`config.mk`:
```
export PLATFORM = sky130hd
export DESIGN_NAME = hazard_ctrl_flat
export DESIGN_NICKNAME = d
export VERILOG_FILES = /design/src/rtl/hazard_ctrl_pkg.sv /design/src/rtl/hazard_ctrl_if.sv /design/src/rtl/hazard_ctrl_sat_counter.sv /design/src/rtl/hazard_ctrl.sv /design/src/flat_wrapper.sv
export SDC_FILE = /design/constraint.sdc
export NUM_CORES = 1
export LEC_CHECK = 0
export CORE_ASPECT_RATIO = 0.8
export CORE_UTILIZATION = 40
export CTS_CLUSTER_DIAMETER = 80
export CTS_CLUSTER_SIZE = 12
export DETAILED_ROUTE_END_ITERATION = 8
export PLACE_DENSITY_LB_ADDON = 0.25
export RECOVER_POWER = 25
export SETUP_SLACK_MARGIN = 0.2
export SYNTH_ARGS = -nofsm -noshare
export SYNTH_HDL_FRONTEND = slang
export SYNTH_SLANG_ARGS = --single-unit
export TNS_END_PERCENT = 10
```
`constraint.sdc`:
```
create_clock -name clk -period 3.95 [get_ports clk]
set_clock_uncertainty 0.2 [all_clocks]
set_input_delay 0.395 -clock clk [delete_from_list [all_inputs] [get_ports clk]]
set_output_delay 0.395 -clock clk [all_outputs]
set_load 0.01 [all_outputs]
```
`src/rtl/hazard_ctrl_pkg.sv`:
```
// Shared types and constants for the pipeline hazard sequencer.
// Holds the FSM encoding, register-index width and the per-cycle control bundle.
package hazard_ctrl_pkg;

    localparam int REG_W = 5;
    localparam logic [REG_W-1:0] ZERO_REG = 5'd0;

    typedef enum logic [1:0] {
        RUN      = 2'd0,
        MC_WAIT  = 2'd1,
        MEM_WAIT = 2'd2
    } state_t;

    typedef struct packed {
        logic pc_write;
        logic if_id_stall;
        logic if_id_flush;
        logic id_ex_stall;
        logic id_ex_flush;
        logic ex_mem_stall;
        logic ex_mem_flush;
        logic mem_wb_flush;
    } ctrl_t;

    localparam ctrl_t CTRL_NONE = '{default: 1'b0};

    function automatic logic reg_hit(input logic uses, input logic [REG_W-1:0] src,
                                     input logic [REG_W-1:0] dst);
        return uses && (src == dst);
    endfunction

endpackage

```
`src/rtl/hazard_ctrl_if.sv`:
```
// Pipeline-side bundle of the hazard sequencer: hazard sources in, stall/flush controls out.
// The pipeline holds the master modport, the sequencer the slave modport.
interface hazard_ctrl_if #(
    parameter int CNT_W = 32
);
    import hazard_ctrl_pkg::*;

    logic [REG_W-1:0] ID_rs;
    logic [REG_W-1:0] ID_rt;
    logic             ID_uses_rs;
    logic             ID_uses_rt;
    logic             EX_MemRead;
    logic [REG_W-1:0] EX_rd;
    logic             ID_jump;
    logic             EX_branch_taken;
    logic             EX_mc_start;
    logic             EX_mc_done;
    logic             MEM_req;
    logic             MEM_ready;
    logic             PC_write;
    logic             IF_ID_stall;
    logic             IF_ID_flush;
    logic             ID_EX_stall;
    logic             ID_EX_flush;
    logic             EX_MEM_stall;
    logic             EX_MEM_flush;
    logic             MEM_WB_flush;
    logic             mem_timeout;
    logic [CNT_W-1:0] stall_cycles;
    logic [CNT_W-1:0] flush_count;

    modport master (
        output ID_rs, ID_rt, ID_uses_rs, ID_uses_rt, EX_MemRead, EX_rd, ID_jump,
               EX_branch_taken, EX_mc_start, EX_mc_done, MEM_req, MEM_ready,
        input  PC_write, IF_ID_stall, IF_ID_flush, ID_EX_stall, ID_EX_flush,
               EX_MEM_stall, EX_MEM_flush, MEM_WB_flush, mem_timeout, stall_cycles, flush_count
    );

    modport slave (
        input  ID_rs, ID_rt, ID_uses_rs, ID_uses_rt, EX_MemRead, EX_rd, ID_jump,
               EX_branch_taken, EX_mc_start, EX_mc_done, MEM_req, MEM_ready,
        output PC_write, IF_ID_stall, IF_ID_flush, ID_EX_stall, ID_EX_flush,
               EX_MEM_stall, EX_MEM_flush, MEM_WB_flush, mem_timeout, stall_cycles, flush_count
    );

endinterface

```
`src/rtl/hazard_ctrl_sat_counter.sv`:
```
// Up-counter that sticks at all-ones instead of wrapping.
module sat_counter #(
    parameter int W = 32
) (
    input  logic         clk,
    input  logic         reset,
    input  logic         inc,
    output logic [W-1:0] count
);

    // Count enabled cycles, holding once the maximum is reached.
    always_ff @(posedge clk or negedge reset) begin
        if (!reset) begin
            count <= {W{1'b0}};
        end else if (inc && (count != {W{1'b1}})) begin
            count <= count + W'(1);
        end else begin
            count <= count;
        end
    end

endmodule

```
`src/rtl/hazard_ctrl.sv`:
```
// Stall/flush sequencer for the 5-stage pipeline with memory-wait watchdog and perf counters.
// Controls are combinational from state and inputs; they act on the next clock edge.
module hazard_ctrl
    import hazard_ctrl_pkg::*;
#(
    parameter int CNT_W       = 32,
    parameter int MEM_TIMEOUT = 255
) (
    input  logic         clk,
    input  logic         reset,
    hazard_ctrl_if.slave hz
);

    localparam int WD_W = (MEM_TIMEOUT > 1) ? $clog2(MEM_TIMEOUT) : 1;
    localparam logic [WD_W-1:0] WD_LAST = WD_W'(MEM_TIMEOUT - 1);

    state_t          state_r;
    logic            mc_pend_r;
    logic [WD_W-1:0] wd_r;
    logic            mem_wait_s;
    logic            load_use_s;
    logic            mc_wait_s;
    logic            wd_last_s;
    ctrl_t           prio_s;
    ctrl_t           out_s;

    assign mem_wait_s = hz.MEM_req && !hz.MEM_ready;
    assign load_use_s = hz.EX_MemRead && (hz.EX_rd != ZERO_REG) &&
                        (reg_hit(hz.ID_uses_rs, hz.ID_rs, hz.EX_rd) ||
                         reg_hit(hz.ID_uses_rt, hz.ID_rt, hz.EX_rd));
    // A multi-cycle op parked behind a memory wait still counts as in flight.
    assign mc_wait_s  = ((state_r == MC_WAIT) || ((state_r == MEM_WAIT) && mc_pend_r) ||
                         hz.EX_mc_start) && !hz.EX_mc_done;
    assign wd_last_s  = (wd_r == WD_LAST);

    // Pick exactly one hazard response per cycle, highest priority first.
    always_comb begin
        prio_s          = CTRL_NONE;
        prio_s.pc_write = 1'b1;
        if (mem_wait_s) begin
            prio_s.pc_write     = 1'b0;
            prio_s.if_id_stall  = 1'b1;
            prio_s.id_ex_stall  = 1'b1;
            prio_s.ex_mem_stall = 1'b1;
            prio_s.mem_wb_flush = 1'b1;
        end else if (mc_wait_s) begin
            prio_s.pc_write     = 1'b0;
            prio_s.if_id_stall  = 1'b1;
            prio_s.id_ex_stall  = 1'b1;
            prio_s.ex_mem_flush = 1'b1;
        end else if (hz.EX_branch_taken) begin
            prio_s.if_id_flush  = 1'b1;
            prio_s.id_ex_flush  = 1'b1;
        end else if (load_use_s) begin
            prio_s.pc_write     = 1'b0;
            prio_s.if_id_stall  = 1'b1;
            prio_s.id_ex_flush  = 1'b1;
        end else if (hz.ID_jump) begin
            prio_s.if_id_flush  = 1'b1;
        end else begin
            prio_s.pc_write     = 1'b1;
        end
    end

    assign out_s = reset ? prio_s : CTRL_NONE;

    // FSM: memory wait dominates and remembers a multi-cycle op left pending behind it.
    always_ff @(posedge clk or negedge reset) begin
        if (!reset) begin
            state_r   <= RUN;
            mc_pend_r <= 1'b0;
        end else if (mem_wait_s) begin
            state_r   <= MEM_WAIT;
            mc_pend_r <= mc_wait_s;
        end else if (mc_wait_s) begin
            state_r   <= MC_WAIT;
            mc_pend_r <= 1'b0;
        end else begin
            state_r   <= RUN;
            mc_pend_r <= 1'b0;
        end
    end

    // Watchdog: count consecutive wait cycles, restart after each timeout pulse.
    always_ff @(posedge clk or negedge reset) begin
        if (!reset) begin
            wd_r <= {WD_W{1'b0}};
        end else if (!mem_wait_s || wd_last_s) begin
            wd_r <= {WD_W{1'b0}};
        end else begin
            wd_r <= wd_r + WD_W'(1);
        end
    end

    assign hz.PC_write     = out_s.pc_write;
    assign hz.IF_ID_stall  = out_s.if_id_stall;
    assign hz.IF_ID_flush  = out_s.if_id_flush;
    assign hz.ID_EX_stall  = out_s.id_ex_stall;
    assign hz.ID_EX_flush  = out_s.id_ex_flush;
    assign hz.EX_MEM_stall = out_s.ex_mem_stall;
    assign hz.EX_MEM_flush = out_s.ex_mem_flush;
    assign hz.MEM_WB_flush = out_s.mem_wb_flush;
    assign hz.mem_timeout  = reset && mem_wait_s && wd_last_s;

    sat_counter #(.W(CNT_W)) u_stall_cnt (
        .clk   (clk),
        .reset (reset),
        .inc   (!out_s.pc_write),
        .count (hz.stall_cycles)
    );

    sat_counter #(.W(CNT_W)) u_flush_cnt (
        .clk   (clk),
        .reset (reset),
        .inc   (out_s.if_id_flush),
        .count (hz.flush_count)
    );

endmodule

```
`src/flat_wrapper.sv`:
```
// flat-port wrapper written by rule: the top's interface ports become plain ports
module hazard_ctrl_flat import hazard_ctrl_pkg::*;
#(
    parameter int CNT_W       = 32,
    parameter int MEM_TIMEOUT = 255
)
  (clk, reset, hz_ID_rs, hz_ID_rt, hz_ID_uses_rs, hz_ID_uses_rt, hz_EX_MemRead, hz_EX_rd, hz_ID_jump, hz_EX_branch_taken, hz_EX_mc_start, hz_EX_mc_done, hz_MEM_req, hz_MEM_ready, hz_PC_write, hz_IF_ID_stall, hz_IF_ID_flush, hz_ID_EX_stall, hz_ID_EX_flush, hz_EX_MEM_stall, hz_EX_MEM_flush, hz_MEM_WB_flush, hz_mem_timeout, hz_stall_cycles, hz_flush_count);
  hazard_ctrl_if #(.CNT_W(CNT_W)) hz_i ();
  input  logic clk;
  input  logic reset;
  input wire logic [$bits(hz_i.ID_rs)-1:0] hz_ID_rs;
  input wire logic [$bits(hz_i.ID_rt)-1:0] hz_ID_rt;
  input wire logic [$bits(hz_i.ID_uses_rs)-1:0] hz_ID_uses_rs;
  input wire logic [$bits(hz_i.ID_uses_rt)-1:0] hz_ID_uses_rt;
  input wire logic [$bits(hz_i.EX_MemRead)-1:0] hz_EX_MemRead;
  input wire logic [$bits(hz_i.EX_rd)-1:0] hz_EX_rd;
  input wire logic [$bits(hz_i.ID_jump)-1:0] hz_ID_jump;
  input wire logic [$bits(hz_i.EX_branch_taken)-1:0] hz_EX_branch_taken;
  input wire logic [$bits(hz_i.EX_mc_start)-1:0] hz_EX_mc_start;
  input wire logic [$bits(hz_i.EX_mc_done)-1:0] hz_EX_mc_done;
  input wire logic [$bits(hz_i.MEM_req)-1:0] hz_MEM_req;
  input wire logic [$bits(hz_i.MEM_ready)-1:0] hz_MEM_ready;
  output wire logic [$bits(hz_i.PC_write)-1:0] hz_PC_write;
  output wire logic [$bits(hz_i.IF_ID_stall)-1:0] hz_IF_ID_stall;
  output wire logic [$bits(hz_i.IF_ID_flush)-1:0] hz_IF_ID_flush;
  output wire logic [$bits(hz_i.ID_EX_stall)-1:0] hz_ID_EX_stall;
  output wire logic [$bits(hz_i.ID_EX_flush)-1:0] hz_ID_EX_flush;
  output wire logic [$bits(hz_i.EX_MEM_stall)-1:0] hz_EX_MEM_stall;
  output wire logic [$bits(hz_i.EX_MEM_flush)-1:0] hz_EX_MEM_flush;
  output wire logic [$bits(hz_i.MEM_WB_flush)-1:0] hz_MEM_WB_flush;
  output wire logic [$bits(hz_i.mem_timeout)-1:0] hz_mem_timeout;
  output wire logic [$bits(hz_i.stall_cycles)-1:0] hz_stall_cycles;
  output wire logic [$bits(hz_i.flush_count)-1:0] hz_flush_count;
  assign hz_i.ID_rs = hz_ID_rs;
  assign hz_i.ID_rt = hz_ID_rt;
  assign hz_i.ID_uses_rs = hz_ID_uses_rs;
  assign hz_i.ID_uses_rt = hz_ID_uses_rt;
  assign hz_i.EX_MemRead = hz_EX_MemRead;
  assign hz_i.EX_rd = hz_EX_rd;
  assign hz_i.ID_jump = hz_ID_jump;
  assign hz_i.EX_branch_taken = hz_EX_branch_taken;
  assign hz_i.EX_mc_start = hz_EX_mc_start;
  assign hz_i.EX_mc_done = hz_EX_mc_done;
  assign hz_i.MEM_req = hz_MEM_req;
  assign hz_i.MEM_ready = hz_MEM_ready;
  assign hz_PC_write = hz_i.PC_write;
  assign hz_IF_ID_stall = hz_i.IF_ID_stall;
  assign hz_IF_ID_flush = hz_i.IF_ID_flush;
  assign hz_ID_EX_stall = hz_i.ID_EX_stall;
  assign hz_ID_EX_flush = hz_i.ID_EX_flush;
  assign hz_EX_MEM_stall = hz_i.EX_MEM_stall;
  assign hz_EX_MEM_flush = hz_i.EX_MEM_flush;
  assign hz_MEM_WB_flush = hz_i.MEM_WB_flush;
  assign hz_mem_timeout = hz_i.mem_timeout;
  assign hz_stall_cycles = hz_i.stall_cycles;
  assign hz_flush_count = hz_i.flush_count;
  hazard_ctrl #(.CNT_W(CNT_W), .MEM_TIMEOUT(MEM_TIMEOUT)) u_core (.clk(clk), .reset(reset), .hz(hz_i));
endmodule
```
* Word level (Yosys, flattened, before mapping)
Index checks and enable logic that the tools add are counted.
Word-level totals: logic and storage cells 57, memory bits (read-only) 0, input port bits 26, bits in latches 0, flip-flop bits (word level) 75, memories 0, RAM bits 0, output and inout bits 73
Cells by class: div/mod/pow operators 0, $add $sub $neg 3, $mul 0, order comparisons 0, bitwise gates (word level) 0, eq/ne operators 7, reduce and logical (&&, ||, !) cells 20, shift operators 0, multiplexer cells 22
Operators with widths (count):
- $add 32x1->32 const B | 2
- $ne 32x32->1 const B | 2
- $mux 1 | 16
- $mux 8 | 2
- $logic_and 1x1->1 | 11
- $eq 5x5->1 | 2
- $add 8x1->8 const B | 1
- $eq 8x8->1 const B | 1
- $mux 2 | 4
- $reduce_bool 5->1 | 1
- $logic_not 1->1 | 4
- $logic_or 1x1->1 | 4
- $eq 2x1->1 const B | 1
- $eq 2x2->1 const B | 1

* Depth between registers and ports, before layout
depth after elaboration 11, depth in mapped cells 9, depth with buffers taken out 8

* Modules after synthesis
From an unflattened synthesis, not the netlist that was laid out.
Second synthesis, totals: cells, all modules 380, area total of the unflattened synthesis 3970.1 um^2
Modules (own cells, without submodules):
- sat_counter | seq. area each 800.8 um^2, area each 1624.1 um^2, times used 2, cells each 151
- hazard_ctrl | seq. area each 275.3 um^2, area each 721.9 um^2, times used 1, cells each 78

* Least setup slack after synthesis
No wires, ideal clock.
path kind register to register, from register u_core.u_flush_cnt.count[17], to register u_core.u_flush_cnt.count[1], arrival 1964 ps, stages on the path, launching flop included 8, period minus slack after synthesis 2292 ps, path slack 1658 ps, path buffers 1, required time 3622 ps, library setup time 128 ps, path through dfrtp_1 -> nand4_1 -> nor4_1 -> and4_1 -> a41oi_2 -> o21ai_2 -> buf_6 -> mux2_1
On the way: word-level cells in the longest chain between the ends 2
RTL lines:
- start: declaration | RTL line hazard_ctrl_sat_counter.sv:8 | output logic [W-1:0] count
- start signal: assignment | RTL line hazard_ctrl_sat_counter.sv:14 | count <= {W{1'b0}};
- start signal: assignment | RTL line hazard_ctrl_sat_counter.sv:16 | count <= count + W'(1);
- start signal: assignment | RTL line hazard_ctrl_sat_counter.sv:18 | count <= count;
- $ne 32x32->1 | RTL line hazard_ctrl_sat_counter.sv:15 | end else if (inc && (count != {W{1'b1}})) begin
- $logic_and 1x1->1 | RTL line hazard_ctrl_sat_counter.sv:15
No other way between the ends. A chain may end at the register's enable or synchronous reset.

* Worst setup path after layout
from register u_core.state_r[1], to output hz_PC_write
On the way: word-level cells in the longest chain between the ends 8, elaborated cells between the ends (all ways) 9, those cells by class 2 x eq/ne; 3 x mux; 4 x reduce/logical
RTL lines:
- start: declaration | RTL line hazard_ctrl.sv:17 | state_t state_r;
- start signal: assignment | RTL line hazard_ctrl.sv:70 | state_r <= RUN;
- start signal: assignment | RTL line hazard_ctrl.sv:73 | state_r <= MEM_WAIT;
- start signal: assignment | RTL line hazard_ctrl.sv:76 | state_r <= MC_WAIT;
- $eq 2x2->1 | RTL line hazard_ctrl.sv:32 | assign mc_wait_s = ((state_r == MC_WAIT) || ((state_r == MEM_WAIT) && mc_pend_r) ||
- $logic_and 1x1->1 | RTL line hazard_ctrl.sv:32
- $logic_or 1x1->1 (*) (2 in series) | RTL line hazard_ctrl.sv:32
- $logic_and 1x1->1 (*) | RTL line hazard_ctrl.sv:33 | hz.EX_mc_start) && !hz.EX_mc_done;
- $mux 2 (*) | RTL line hazard_ctrl.sv:46 | end else if (mc_wait_s) begin
- $mux 2 (*) | RTL line hazard_ctrl.sv:40 | if (mem_wait_s) begin
- $mux 8 (*) | RTL line hazard_ctrl.sv:65 | assign out_s = reset ? prio_s : CTRL_NONE;
- end: declaration | RTL line flat_wrapper.sv:23 | output wire logic [$bits(hz_i.PC_write)-1:0] hz_PC_write;
Every way passes the cells marked *; elsewhere a longest branch is shown, timed or not.

==> results.ini <==
[logic_synthesis]
yosys_most_used_dff=dfrtp_1
synth-edff-count=0
yosysUniqueCellTypes=40
ys_ff_latch=75
synth-async-reset-ratio=1.000
yosysSeqAreaShare=0.4954
syn_avg_cell_area_um2=10.70
syn_nets=384
synth_top_area_frac=0.4954
yosysTopAreaCell=dfrtp_1
synth_area_um2=3789
yosys_warnings=0
syn_inst=354
synthTopCellsByArea=dfrtp_1 (50%), xnor2_1 (11%), xor2_1 (7.2%)

[worst_setup_path]
critPathRequiredTime_ns=3.36
slowest_stage=clkdlybuf4s50_1
slowest_delay_ns=0.62
cp_top_family=compound AO/OA/AOI/OAI gates
worst-path-max-fanout=5
path_buf_inv=1
crit_arrival_ns=2.71
startpoint_type=register
critPathKind=register to output port
worstPathCellList=and3b_1 > o31ai_1 > nand3_1 > a21oi_1 > clkdlybuf4s50_1
end_kind=output port

[detailed_routing]
dr.pass1.iters=4
drtIter0Drc=122
detail_route.wirelength_um=8455
vias=2979
via_per_inst=5.145
route.detailed.drc=0
ant_nets=0
wl_per_cell_um=14.60

[sta]
tightest_slew_ns=1.143
tns_ns=0
slew_viol_final=0
hold_viol=0
finalSetupViolCount=0
post-route-period-util=0.8372
setup_ws_ns=0.6432
slew_headroom=0.2382
max_freq_mhz=302.4
rsz0062_at_grt=false
fin_crit_ns=3.307
whs_ns=0.2900

[cts]
cts-buffers-inserted=9
cts_tree=built
cts_root_buffer=clkbuf_16
clkSinkCount=75
cts.path.max_buffers=2
post_cts.repair.setup_buffers=0
clock_latency_ns=0.33
path_clk_slew_ns=0.06
htreeDepth=3

[global_route]
first_global_vias=2940
grt_pass1_wl_um=14030
antenna_found_initial=0
grt_use_total=0.1797
grt_max_degree=47
gr-total-overflow=0

[die]
die_w_um=110.8
core_um2=9115
row_count=31
start_util=0.4156
die_h_um=89.05
die-area_um2=9867
io_pins=99

[power_and_ir_drop]
seqPwrFrac=0.436
p_comb_frac=0.195
p_sw_frac=0.2830
p_switching_w=0.0006284
peakVddDrop_mv=0.4127
p_clk_frac=0.369
p_leak_nw=2.260
pwr_density_cell_nw_per_um2=428.8
p_int_w=0.001592

[placed_design]
gp_routability_congestion=0.8304
dp_hpwl_um=6138
post-place-ws_ns=0.6780
io_buffers=98

[min_path]
min_path_type=register to register

[layout]
drive_gt1_frac=0.08836
diodes=0
syn2layout_area_growth_pct=36.69
final_nets=489

[job]
drv_cap=0

[run_status]
status=complete, no violations

cell usage in the layout (no fill, tap or decap), types with 2 or more instances in the layout:
master	instances
a21oi_1	2
and2_1	4
and3_1	15
and4_1	8
buf_4	3
clkbuf_16	9
clkdlybuf4s50_1	95
clkinvlp_4	2
dfrtp_1	75
dlygate4sd3_1	3
ha_1	4
inv_1	14
inv_6	2
nand2_1	19
nand2b_1	2
nand3_1	32
nand4_1	23
nor2_1	30
nor3_1	6
nor3_2	7
nor4_1	5
nor4_2	3
o21ai_2	2
xnor2_1	47
xor2_1	31
cells by family (layout without fill, tap and decap cells):
family | Yosys count | count (layout) | synth area share
xor gates and xnor gates | 78 | 78 | 0.1803
AOI/OAI and AO/OA | 9 | 9 | 0.02378
and+or+nand+nor | 164 | 164 | 0.2536
DFF | 75 | 75 | 0.4954
muxes | 2 | 2 | 0.005944
adders and majority gates | 4 | 4 | 0.01321
buffers and inverters | 22 | 132 | 0.02774
flip-flops by register name, summed over array words and instances, names as in the netlist:
name / cells
u_core.mc_pend_r: 1
u_core.state_r: 2
u_core.u_stall_cnt.count: 32
u_core.u_flush_cnt.count: 32
u_core.wd_r: 8
final cells by class:
type / count / area (µm²)
Fill cell: 797 / 3936
Sequential cell: 75 / 1877
Multi-Input combinational cell: 257 / 1795
Timing Repair Buffer: 102 / 1008
Clock buffer: 9 / 225.2
Tap cell: 115 / 143.9
Clock inverter: 7 / 76.32
Inverter: 14 / 52.55
what timing repair did:
item / 4_1_cts / 5_1_grt
hold endpoints to repair: 29 / 0
hold buffers: 1 / 0
resized for setup: 0 / 0
through the flow:
step           power, W  instance area, µm²  cells    util
3_5_place_dp   0.001418                4883    562  0.5358
5_1_grt        0.002327                5179    579  0.5682
6_report       0.002220                5179    579  0.5682
3_3_place_gp   0.001408                4883    562  0.5358
4_1_cts        0.002250                5195    579  0.5699
2_1_floorplan  0.001152                3789    354       -
final timing paths:
check | startpoint | to | slack, ns | cells after the start
max | u_core.state_r[1] | hz_PC_write | 0.64 | 5
max reg2reg | u_core.state_r[1] | u_core.u_flush_cnt.count[23] | 1.19 | 7
min in group asynchronous | reset | u_core.u_stall_cnt.count[8] | 0.35 | 2
max in group asynchronous | reset | u_core.u_stall_cnt.count[20] | 1.74 | 3
min reg2reg | u_core.u_flush_cnt.count[31] | u_core.u_flush_cnt.count[31] | 0.29 | 1
min | u_core.u_flush_cnt.count[31] | u_core.u_flush_cnt.count[31] | 0.29 | 1
worst register-to-register path: cells and delay by family (launching register included):
family	cells	cell delay [ns]
xor gates and xnor gates	1	0.18
AOI/OAI and AO/OA	3	1.04
and+or+nand+nor	3	0.89
DFF	1	0.37
power by group through the flow:
stage / registers (W) / logic [W] / clock network [W]
5_1_grt: 0.000985 / 0.000471 / 0.000871
2_1_floorplan: 0.000994 / 0.000157 / 0
3_3_place_gp: 0.000977 / 0.000431 / 0
4_1_cts: 0.000968 / 0.000442 / 0.000840
3_5_place_dp: 0.000979 / 0.000439 / 0
6_report: 0.000967 / 0.000433 / 0.000820
Yosys cell counts, types with 2 or more instances:
cell type	instances
nor3_2	7
nand3_1	32
dfrtp_1	75
nand2b_1	2
and3_1	15
nor4_2	3
buf_2	3
o21ai_2	2
ha_1	4
nor3_1	6
and2_1	4
and4_1	8
nor4_1	5
xor2_1	31
inv_1	14
nor2_1	31
nand4_1	23
a21oi_1	2
buf_6	2
xnor2_1	47
nand2_1	19
metal layers:
layer  vias up  wire [µm]  global-route usage
met2        63       4174              0.3123
li1       1441          -                   -
met5         -          0                   0
met1      1467       3872              0.2257
met3         8        344             0.04339
met4         0         63             0.05576
(Power assumes the default switching activity.)
